[src/rtl/impulse_pkg.sv]
// Shared constants and the quadrature step decoder for the impulse counter front end.
package impulse_pkg;

    localparam logic MODE_PULSE = 1'b0;
    localparam logic MODE_QUAD  = 1'b1;
    localparam logic DIR_UP     = 1'b1;
    localparam logic DIR_DOWN   = 1'b0;

    localparam logic [1:0] Q00 = 2'b00;
    localparam logic [1:0] Q10 = 2'b10;
    localparam logic [1:0] Q11 = 2'b11;
    localparam logic [1:0] Q01 = 2'b01;

    typedef struct packed {
        logic valid;
        logic illegal;
        logic dir;
    } quad_step_t;

    // Forward Gray order is 00 -> 10 -> 11 -> 01 -> 00, with Q = {A, B}.
    function automatic quad_step_t quad_step(logic [1:0] prev, logic [1:0] cur);
        quad_step_t r;
        r = '0;
        case ({prev, cur})
            {Q00, Q10}, {Q10, Q11}, {Q11, Q01}, {Q01, Q00}: begin
                r.valid = 1'b1;
                r.dir   = DIR_UP;
            end
            {Q00, Q01}, {Q01, Q11}, {Q11, Q10}, {Q10, Q00}: begin
                r.valid = 1'b1;
                r.dir   = DIR_DOWN;
            end
            {Q00, Q11}, {Q11, Q00}, {Q01, Q10}, {Q10, Q01}: begin
                r.illegal = 1'b1;
            end
            default: r = '0;
        endcase
        return r;
    endfunction

endpackage

[src/rtl/impulse_conditioner_if.sv]
// Raw inputs, controls and conditioned outputs of the impulse conditioner.
interface impulse_conditioner_if;

    logic IN_A;
    logic IN_B;
    logic MODE;
    logic CLR_ERR;
    logic EN;
    logic DIR;
    logic ERR;
    logic A_CLEAN;
    logic B_CLEAN;

    modport master (
        output IN_A, IN_B, MODE, CLR_ERR,
        input  EN, DIR, ERR, A_CLEAN, B_CLEAN
    );

    modport slave (
        input  IN_A, IN_B, MODE, CLR_ERR,
        output EN, DIR, ERR, A_CLEAN, B_CLEAN
    );

endinterface

[src/rtl/debounce_filter.sv]
// One channel: synchroniser chain, then a run-length debouncer feeding the clean level.
module debounce_filter #(
    parameter int SYNC_STAGES     = 2,
    parameter int DEBOUNCE_CYCLES = 16
) (
    input  logic clk,
    input  logic rst,
    input  logic raw,
    output logic clean
);

    localparam int CW = $clog2(DEBOUNCE_CYCLES + 1);
    localparam logic [CW-1:0] CNT_LAST = CW'(DEBOUNCE_CYCLES - 1);

    logic [SYNC_STAGES-1:0] sync_q, sync_d;
    logic [CW-1:0]          cnt_q, cnt_d;
    logic                   clean_q, clean_d;
    logic                   s;

    assign s = sync_q[SYNC_STAGES-1];

    always_comb begin
        sync_d  = {sync_q[SYNC_STAGES-2:0], raw};
        cnt_d   = cnt_q;
        clean_d = clean_q;
        if (s == clean_q) begin
            cnt_d = '0;
        end else if (cnt_q == CNT_LAST) begin
            // Enough consecutive differing samples: accept the new level.
            clean_d = s;
            cnt_d   = '0;
        end else begin
            cnt_d = cnt_q + CW'(1);
        end
    end

    always_ff @(posedge clk or posedge rst) begin
        if (rst) begin
            sync_q  <= '0;
            cnt_q   <= '0;
            clean_q <= 1'b0;
        end else begin
            sync_q  <= sync_d;
            cnt_q   <= cnt_d;
            clean_q <= clean_d;
        end
    end

    assign clean = clean_q;

endmodule

[src/rtl/impulse_conditioner.sv]
// Conditions two raw pulse/encoder lines into a one-cycle EN strobe plus DIR
// for the BCD impulse counter, with a sticky illegal-transition flag.
module impulse_conditioner
    import impulse_pkg::*;
#(
    parameter int SYNC_STAGES     = 2,
    parameter int DEBOUNCE_CYCLES = 16,
    parameter int QUAD_X4         = 0
) (
    input  logic           CLK,
    input  logic           RST,
    impulse_conditioner_if.slave bus
);

    logic       a_clean;
    logic       b_clean;
    logic [1:0] q;
    logic [1:0] prev_q, prev_d;
    logic       en_q, en_d;
    logic       dir_q, dir_d;
    logic       err_q, err_d;
    quad_step_t step;

    debounce_filter #(
        .SYNC_STAGES     (SYNC_STAGES),
        .DEBOUNCE_CYCLES (DEBOUNCE_CYCLES)
    ) u_deb_a (
        .clk   (CLK),
        .rst   (RST),
        .raw   (bus.IN_A),
        .clean (a_clean)
    );

    debounce_filter #(
        .SYNC_STAGES     (SYNC_STAGES),
        .DEBOUNCE_CYCLES (DEBOUNCE_CYCLES)
    ) u_deb_b (
        .clk   (CLK),
        .rst   (RST),
        .raw   (bus.IN_B),
        .clean (b_clean)
    );

    assign q    = {a_clean, b_clean};
    assign step = quad_step(prev_q, q);

    always_comb begin
        prev_d = q;
        en_d   = 1'b0;
        dir_d  = dir_q;
        err_d  = err_q;
        if (bus.MODE == MODE_QUAD) begin
            // x1 resolution only counts on leaving the 00 state.
            en_d = step.valid && ((QUAD_X4 != 0) || (prev_q == Q00));
            if (en_d) dir_d = step.dir;
        end else begin
            en_d = !prev_q[1] && q[1];
            if (en_d) dir_d = b_clean;
        end
        if ((bus.MODE == MODE_QUAD) && step.illegal) begin
            err_d = 1'b1;
        end else if (bus.CLR_ERR) begin
            err_d = 1'b0;
        end
    end

    always_ff @(posedge CLK or posedge RST) begin
        if (RST) begin
            prev_q <= Q00;
            en_q   <= 1'b0;
            dir_q  <= 1'b0;
            err_q  <= 1'b0;
        end else begin
            prev_q <= prev_d;
            en_q   <= en_d;
            dir_q  <= dir_d;
            err_q  <= err_d;
        end
    end

    assign bus.EN      = en_q;
    assign bus.DIR     = dir_q;
    assign bus.ERR     = err_q;
    assign bus.A_CLEAN = a_clean;
    assign bus.B_CLEAN = b_clean;

endmodule

[src/flat_wrapper.sv]
// flat-port wrapper written by rule: the top's interface ports become plain ports
module impulse_conditioner_flat import impulse_pkg::*;
#(
    parameter int SYNC_STAGES     = 2,
    parameter int DEBOUNCE_CYCLES = 16,
    parameter int QUAD_X4         = 0
)
  (CLK, RST, bus_IN_A, bus_IN_B, bus_MODE, bus_CLR_ERR, bus_EN, bus_DIR, bus_ERR, bus_A_CLEAN, bus_B_CLEAN);
  impulse_conditioner_if bus_i ();
  input  logic CLK;
  input  logic RST;
  input wire logic [$bits(bus_i.IN_A)-1:0] bus_IN_A;
  input wire logic [$bits(bus_i.IN_B)-1:0] bus_IN_B;
  input wire logic [$bits(bus_i.MODE)-1:0] bus_MODE;
  input wire logic [$bits(bus_i.CLR_ERR)-1:0] bus_CLR_ERR;
  output wire logic [$bits(bus_i.EN)-1:0] bus_EN;
  output wire logic [$bits(bus_i.DIR)-1:0] bus_DIR;
  output wire logic [$bits(bus_i.ERR)-1:0] bus_ERR;
  output wire logic [$bits(bus_i.A_CLEAN)-1:0] bus_A_CLEAN;
  output wire logic [$bits(bus_i.B_CLEAN)-1:0] bus_B_CLEAN;
  assign bus_i.IN_A = bus_IN_A;
  assign bus_i.IN_B = bus_IN_B;
  assign bus_i.MODE = bus_MODE;
  assign bus_i.CLR_ERR = bus_CLR_ERR;
  assign bus_EN = bus_i.EN;
  assign bus_DIR = bus_i.DIR;
  assign bus_ERR = bus_i.ERR;
  assign bus_A_CLEAN = bus_i.A_CLEAN;
  assign bus_B_CLEAN = bus_i.B_CLEAN;
  impulse_conditioner #(.SYNC_STAGES(SYNC_STAGES), .DEBOUNCE_CYCLES(DEBOUNCE_CYCLES), .QUAD_X4(QUAD_X4)) u_core (.CLK(CLK), .RST(RST), .bus(bus_i));
endmodule
[config.mk]
export PLATFORM = sky130hd
export DESIGN_NAME = impulse_conditioner_flat
export DESIGN_NICKNAME = d
export VERILOG_FILES = /design/src/rtl/impulse_pkg.sv /design/src/rtl/impulse_conditioner_if.sv /design/src/rtl/debounce_filter.sv /design/src/rtl/impulse_conditioner.sv /design/src/flat_wrapper.sv
export SDC_FILE = /design/constraint.sdc
export NUM_CORES = 1
export LEC_CHECK = 0
export BUFFER_PORTS_ARGS = -buffer_cell sky130_fd_sc_hd__buf_2
export CORE_MARGIN = 2
export CORE_UTILIZATION = 54
export CTS_CLUSTER_DIAMETER = 60
export CTS_CLUSTER_SIZE = 12
export DETAILED_ROUTE_END_ITERATION = 6
export PLACE_DENSITY_LB_ADDON = 0.25
export SYNTH_ARGS = -nofsm -noshare
export SYNTH_HDL_FRONTEND = slang
export SYNTH_SLANG_ARGS = --single-unit
[constraint.sdc]
create_clock -name CLK -period 1.35 [get_ports CLK]
set_input_delay 0.0675 -clock CLK [delete_from_list [all_inputs] [get_ports CLK]]
set_output_delay 0.0675 -clock CLK [all_outputs]
set_load 0.02 [all_outputs]
Word-level counts from Yosys, hierarchy flattened. Index checks and enable logic that the tools add are counted.

Add/subtract/negate cells: 2. Equality and inequality tests: 17. Mux-type cells: 13. Bitwise logic cells: 2. Reductions and logical operators: 13.

Operator list (count): equality test 4 bit (second input constant) (6); 2-to-1 mux 5 bit (4); equality test 4 x 3 -> 1 bit (second input constant) (3); adder 5 x 1 -> 5 bit (second input constant) (2); equality test 5 x 4 -> 1 bit (second input constant) (2); 2-to-1 mux 1 bit (9); equality test 4 x 2 -> 1 bit (second input constant) (2); OR reduction 4 bit (2); OR reduction 8 bit (1); AND reduction 2 bit (3); equality test 4 x 1 -> 1 bit (second input constant) (1); nonzero test 2 bit (2); logical AND 1 bit (3); equality test 1 bit (2); logical NOT 2 bit (1); inequality test 2 x 1 -> 1 bit (second input constant) (1); NOT 1 bit (2); logical NOT 1 bit (1).

Flip-flop bits (word level): 21. Input bits: 6. Output and inout bits: 5. Word-level logic and storage cells: 57.

Longest topological paths before layout.
Depth in word-level cells: 6. Gate-level depth with buffers: 4. Gate-level depth less buffers: 4.

By module. Synthesis repeated with hierarchy kept, for this count alone.

Cells, all modules: 69. Area total of the unflattened synthesis: 857.1 µm².

Modules (own cells, without submodules): debounce_filter (times used 2, cells each 24, area an instance 315.3 µm², seq. area each 200.2 µm²); impulse_conditioner (times used 1, cells each 21, area an instance 226.5 µm², seq. area each 125.1 µm²).

Worst setup path before layout. Ideal clock, no wire load.

Kind: reg-to-reg. Start point: reg u_core.u_deb_a.clean_q, in the netlist u_core.u_deb_a.clean. End point: reg u_core.dir_q, in the netlist u_core.bus.DIR. Library setup time: 133 ps. Arrival: 1036 ps. Data required time: 1217 ps. Setup slack: 180 ps. Cell stages (with the launch flop): 5. Buffers on the path: 1. Period minus slack after synthesis: 1170 ps. Path through: dfrtp_1 -> buf_6 -> o31ai_1 -> and3_1 -> nor3_2.

Cells in the longest elaborated chain, start to end: 6. Elaborated cells between the ends (all ways): 19. Those cells by class: 9 x eq/ne; 4 x mux; 6 x reduce/logical.

Ends and longest elaborated chain: start: declaration (line debounce_filter.sv:17) `logic clean_q, clean_d;`; start signal: assignment (line debounce_filter.sv:45) `clean_q <= clean_d;`; equality test 4 x 2 -> 1 bit, or another cell as far along (line impulse_pkg.sv:24) `case ({prev, cur})`; OR reduction 8 bit (no source line); 2-to-1 mux 1 bit (line impulse_pkg.sv:24); logical AND 1 bit (line impulse_conditioner.sv:54) `en_d = step.valid && ((QUAD_X4 != 0) || (prev_q == Q00));`; inequality test 2 x 1 -> 1 bit (no source line); AND reduction 2 bit (no source line); end signal: assignment (line impulse_conditioner.sv:76) `dir_q <= dir_d;`; end: declaration (line impulse_conditioner.sv:20) `logic dir_q, dir_d;`.

Several ways; a longest one is shown, not always the timed one. The select of a mux whose other input is x is not followed. A chain may end at the register's enable or synchronous reset.

Worst setup path in the final report.
Start point: reg u_core.u_deb_b.cnt_q[0]. End point: reg u_core.u_deb_b.clean_q, in the netlist u_core.u_deb_b.clean.

Cells in the longest elaborated chain, start to end: 2.

Ends and longest elaborated chain: start: declaration (line debounce_filter.sv:16) `logic [CW-1:0] cnt_q, cnt_d;`; start signal: assignment (line debounce_filter.sv:44) `cnt_q <= cnt_d;`; equality test 5 x 4 -> 1 bit (line debounce_filter.sv:28) `end else if (cnt_q == CNT_LAST) begin`; AND reduction 2 bit (no source line); end signal: assignment (line debounce_filter.sv:45); end: declaration (line debounce_filter.sv:17).

No other way between the ends.

==> results by group <==
Timing
  – Final Max Tran Viols: 0
  – Worst slew margin: between 70% and 80%
  – Final worst-path cycle share: between 90% and 100%
  – Clock Skew: 0.00768 ns
  – Final count of negative-setup-slack endpoints: 0
  – Setup TNS: 0 ns
  – Count of final hold-check violations: 0
  – Fmax: 0.796 GHz
  – Tmin final: 1.26 ns
  – Worst slew pin tran: 0.365 ns
  – RSZ-0062 raised after global routing: no

Routing
  – Via Count: 516
  – Avg WL per Cell: 12.4 um
  – Remaining antenna violation count: 0
  – Post-route DRC: 0
  – First-pass DRT Iterations: 4
  – Initial DRC count: 2
  – Post-Route WL: ~1300 um
  – Vias per cell: approximately 5.1

Power and ir drop
  – Sw frac: 23.0%
  – Pwr per Cell Area: 1040 nW/um^2
  – Peak supply drop: 0.000734 V
  – Seq pwr share: 64.6%
  – Clock share of power: 29.0%
  – Pleak: 0.522 nW
  – Int Pwr: 0.793 mW
  – Combinational share of power: 6.4%
  – NetSw: 0.237 mW

Die
  – Initial Utilization: between 50 and 60%
  – Site row count: 14
  – Core Box Area: about 1500 sq um
  – Die ar.: roughly 1900 sq um
  – I/O pin total: 11
  – Die width: 44.1 um
  – Die H: ~44 um

Logic synthesis
  – Synth cell types: 21
  – Post-synth top area share: roughly 60%
  – Post-synth EDFFs: 0
  – Net Count, Synth: 77
  – Register area share after synthesis: 60.5%
  – Synthesized area per cell: roughly 13 sq um
  – Synth warnings: 0
  – Post-synth ARST share: between 90% and 100%
  – #FFs+latches synth: 21
  – Leading area contributor after synthesis: dfrtp_1
  – Synth area leaders: dfrtp_1, xor2_1, nor2_1
  – Synth cell count leaders: dfrtp_1, nor2_1, xor2_1, inv_1, nand3_1
  – Main synth FF type: dfrtp_1
  – Syn Inst Count: 69
  – Most frequent cell after synthesis: dfrtp_1
  – Synth Cell Area: a little under 900 sq um

Clock network
  – CTS H-tree depth: 1
  – Total CTS buffers: 3
  – Post-CTS sizing: 0
  – Clock latency on the worst-skew pair: 0.30 ns
  – CTS tree: done
  – CTS root buf: clkbuf_4
  – Max clock buf depth: 2
  – Setup Fix Bufs, Post-CTS: 0
  – CTS clock-pin slew for the worst setup and hold paths: 0.12 ns
  – CTS Sinks: 21

Critical path
  – CP required: 1.55 ns
  – R2r setup slk: 0.09 ns
  – Delay-heaviest family, CP: flip-flops
  – Worst path arrival time: roughly 1.5 ns
  – Crit path max-delay cell type: dfrtp_1
  – Delay of the slowest critical-path stage: 0.39 ns
  – Buf+Inv Stages, Crit Path: 0
  – Reg2reg end: u_core.u_deb_b.clean
  – Critical path, cell by cell: ha_1 > nand3_1 > nor2_1 > mux2_1
  – Critical path startpoint category: flop
  – CP Capture Type: flop
  – WS Path Type: reg -> reg
  – R2R depth: 4
  – Crit path max fanout: 3
  – RR Startpoint: u_core.u_deb_b.cnt_q[0]

GRT
  – First-pass GRT wire length: approximately 2200 um
  – Total GRT Usage: 16.2%
  – Initial antenna violation count: 0
  – Vias in the first global route: 525
  – Total global routing overflow: 0
  – Largest net degree at the start of global routing: 22

Worst hold path
  – Hold Crit Start: bus_MODE
  – Worst hold path class: in -> reg
  – Hold Path Sink: u_core.bus.ERR
  – Hold Path Stages: 3

Final layout
  – Post-layout nets: between 90 and 100
  – N_diodes: 0
  – Fillers: 121
  – Layout Cells excl Fill: 102
  – Area grow syn2layout: 14.1%
  – Share of post-route cells with drive strength above 1: 23.3%

Placement
  – DP HPWL: approximately 820 um
  – Port-buffer cells: 10
  – DP Cell Count: 94
  – Placer Congestion: 0.723

Job
  – Max cap viols: 0

Outcome
  – Outcome: finished clean
[layout by cell type, fill, tap and decap left out]
cell type | Yosys | routed
o21ai_2 | 1 | 1
nor3_2 | 1 | 1
nor4b_1 | 1 | 1
nand3_1 | 4 | 4
o31ai_1 | 1 | 1
xor2_2 | 2 | 2
dfrtp_1 | 21 | 21
xor2_1 | 6 | 6
clkbuf_4 | 0 | 3
nand3_2 | 1 | 1
and3_1 | 3 | 3
nor2_1 | 9 | 9
a31oi_1 | 1 | 1
buf_2 | 0 | 10
clkinv_2 | 0 | 1
o21ai_1 | 1 | 1
mux2_1 | 2 | 2
inv_1 | 4 | 4
dlygate4sd3_1 | 0 | 4
nand2b_1 | 1 | 1
a32oi_1 | 1 | 1
o21ai_0 | 2 | 2
ha_1 | 2 | 2
and2_1 | 3 | 3
buf_4 | 0 | 1
[layout make-up]
| type | count | area [sq um] | share of cell area (%) |
|---|---|---|---|
| Clock buffer | 3 | 22.5 | 2.27 |
| Multi-Input combinational cell | 42 | 305 | 30.8 |
| Sequential cell | 21 | 526 | 53.0 |
| Inverter | 4 | 15.0 | 1.52 |
| Timing Repair Buffer | 15 | 97.6 | 9.85 |
| Tap cell | 16 | 20.0 | 2.02 |
| Clock inverter | 1 | 5.00 | 0.505 |
[worst max path at each step]
stage	end	slack (ns)	cells after the start	from
after floorplan	u_core.bus.DIR	0.18	4	u_core.u_deb_a.clean
after global placement	u_core.u_deb_b.clean	0.14	4	u_core.u_deb_b.cnt_q[0]
after detailed placement	u_core.u_deb_b.clean	0.11	4	u_core.u_deb_b.cnt_q[0]
after CTS	u_core.u_deb_b.clean	0.07	4	u_core.u_deb_b.cnt_q[0]
after global routing	u_core.u_deb_b.clean	0.01	4	u_core.u_deb_b.cnt_q[0]
final	u_core.u_deb_b.clean	0.09	4	u_core.u_deb_b.cnt_q[0]
[through the flow]
step | setup WS [ns] | instance area (sq um) | power, mW | hold slack [ns] | utilization, %
floorplan | 0.180 | 868 | 0.713 | 0.0440 | -
global placement | 0.137 | 923 | 0.733 | 0.104 | 61.3
detailed placement | 0.107 | 923 | 0.736 | 0.109 | 61.3
CTS | 0.0749 | 991 | 1.04 | 0.0451 | 65.8
global route | 0.0149 | 991 | 1.08 | 0.0861 | 65.8
finish | 0.0933 | 991 | 1.03 | 0.0550 | 65.8
[sequential cells by signal, indices dropped and copies added, names as in the netlist, 2 cells and up]
signal and flops:
u_core.u_deb_a.cnt_q 5, u_core.u_deb_b.cnt_q 5, u_core.prev_q 2, u_core.u_deb_a.sync_q 2, u_core.u_deb_b.sync_q 2
[power groups by stage]
stage          combinational, mW  sequential [mW]  clock, mW
5_1_grt                   0.0760            0.669      0.331
3_3_place_gp              0.0561            0.677          0
6_report                  0.0654            0.665      0.299
4_1_cts                   0.0668            0.665      0.312
3_5_place_dp              0.0579            0.678          0
2_1_floorplan             0.0376            0.676          0
[worst register-to-register path, stage by stage (launching register included)]
cell and delay [ns]:
dfrtp_1 0.39, ha_1 0.19, nand3_1 0.12, nor2_1 0.12, mux2_1 0.34
[cell families after synthesis]
kind of cell               after synthesis  synth area share, %
muxes                                    2                 2.59
adders and majority gates                2                 2.88
DFF                                     21                 60.5
xor gates and xnor gates                 8                 9.80
buffers and inverters                    6                 4.32
and+or+nand+nor                         23                 14.6
AOI/OAI and AO/OA                        7                 5.33
[per-layer routing]
layer / GRT usage [%] / vias up / share of wire [%]
met4: 10.9 / 0 / 0.63
li1: - / 263 / -
met1: 20.6 / 243 / 47
met2: 25.6 / 8 / 50
met3: 2.45 / 2 / 2.3
met5: 0 / - / 0
[repair_timing]
item | CTS | global route
endpoints found under the hold margin | 24 | 0
hold buffers | 4 | 0
endpoints found under the setup margin | 0 | 0
Power figures use the tool's default switching activity.
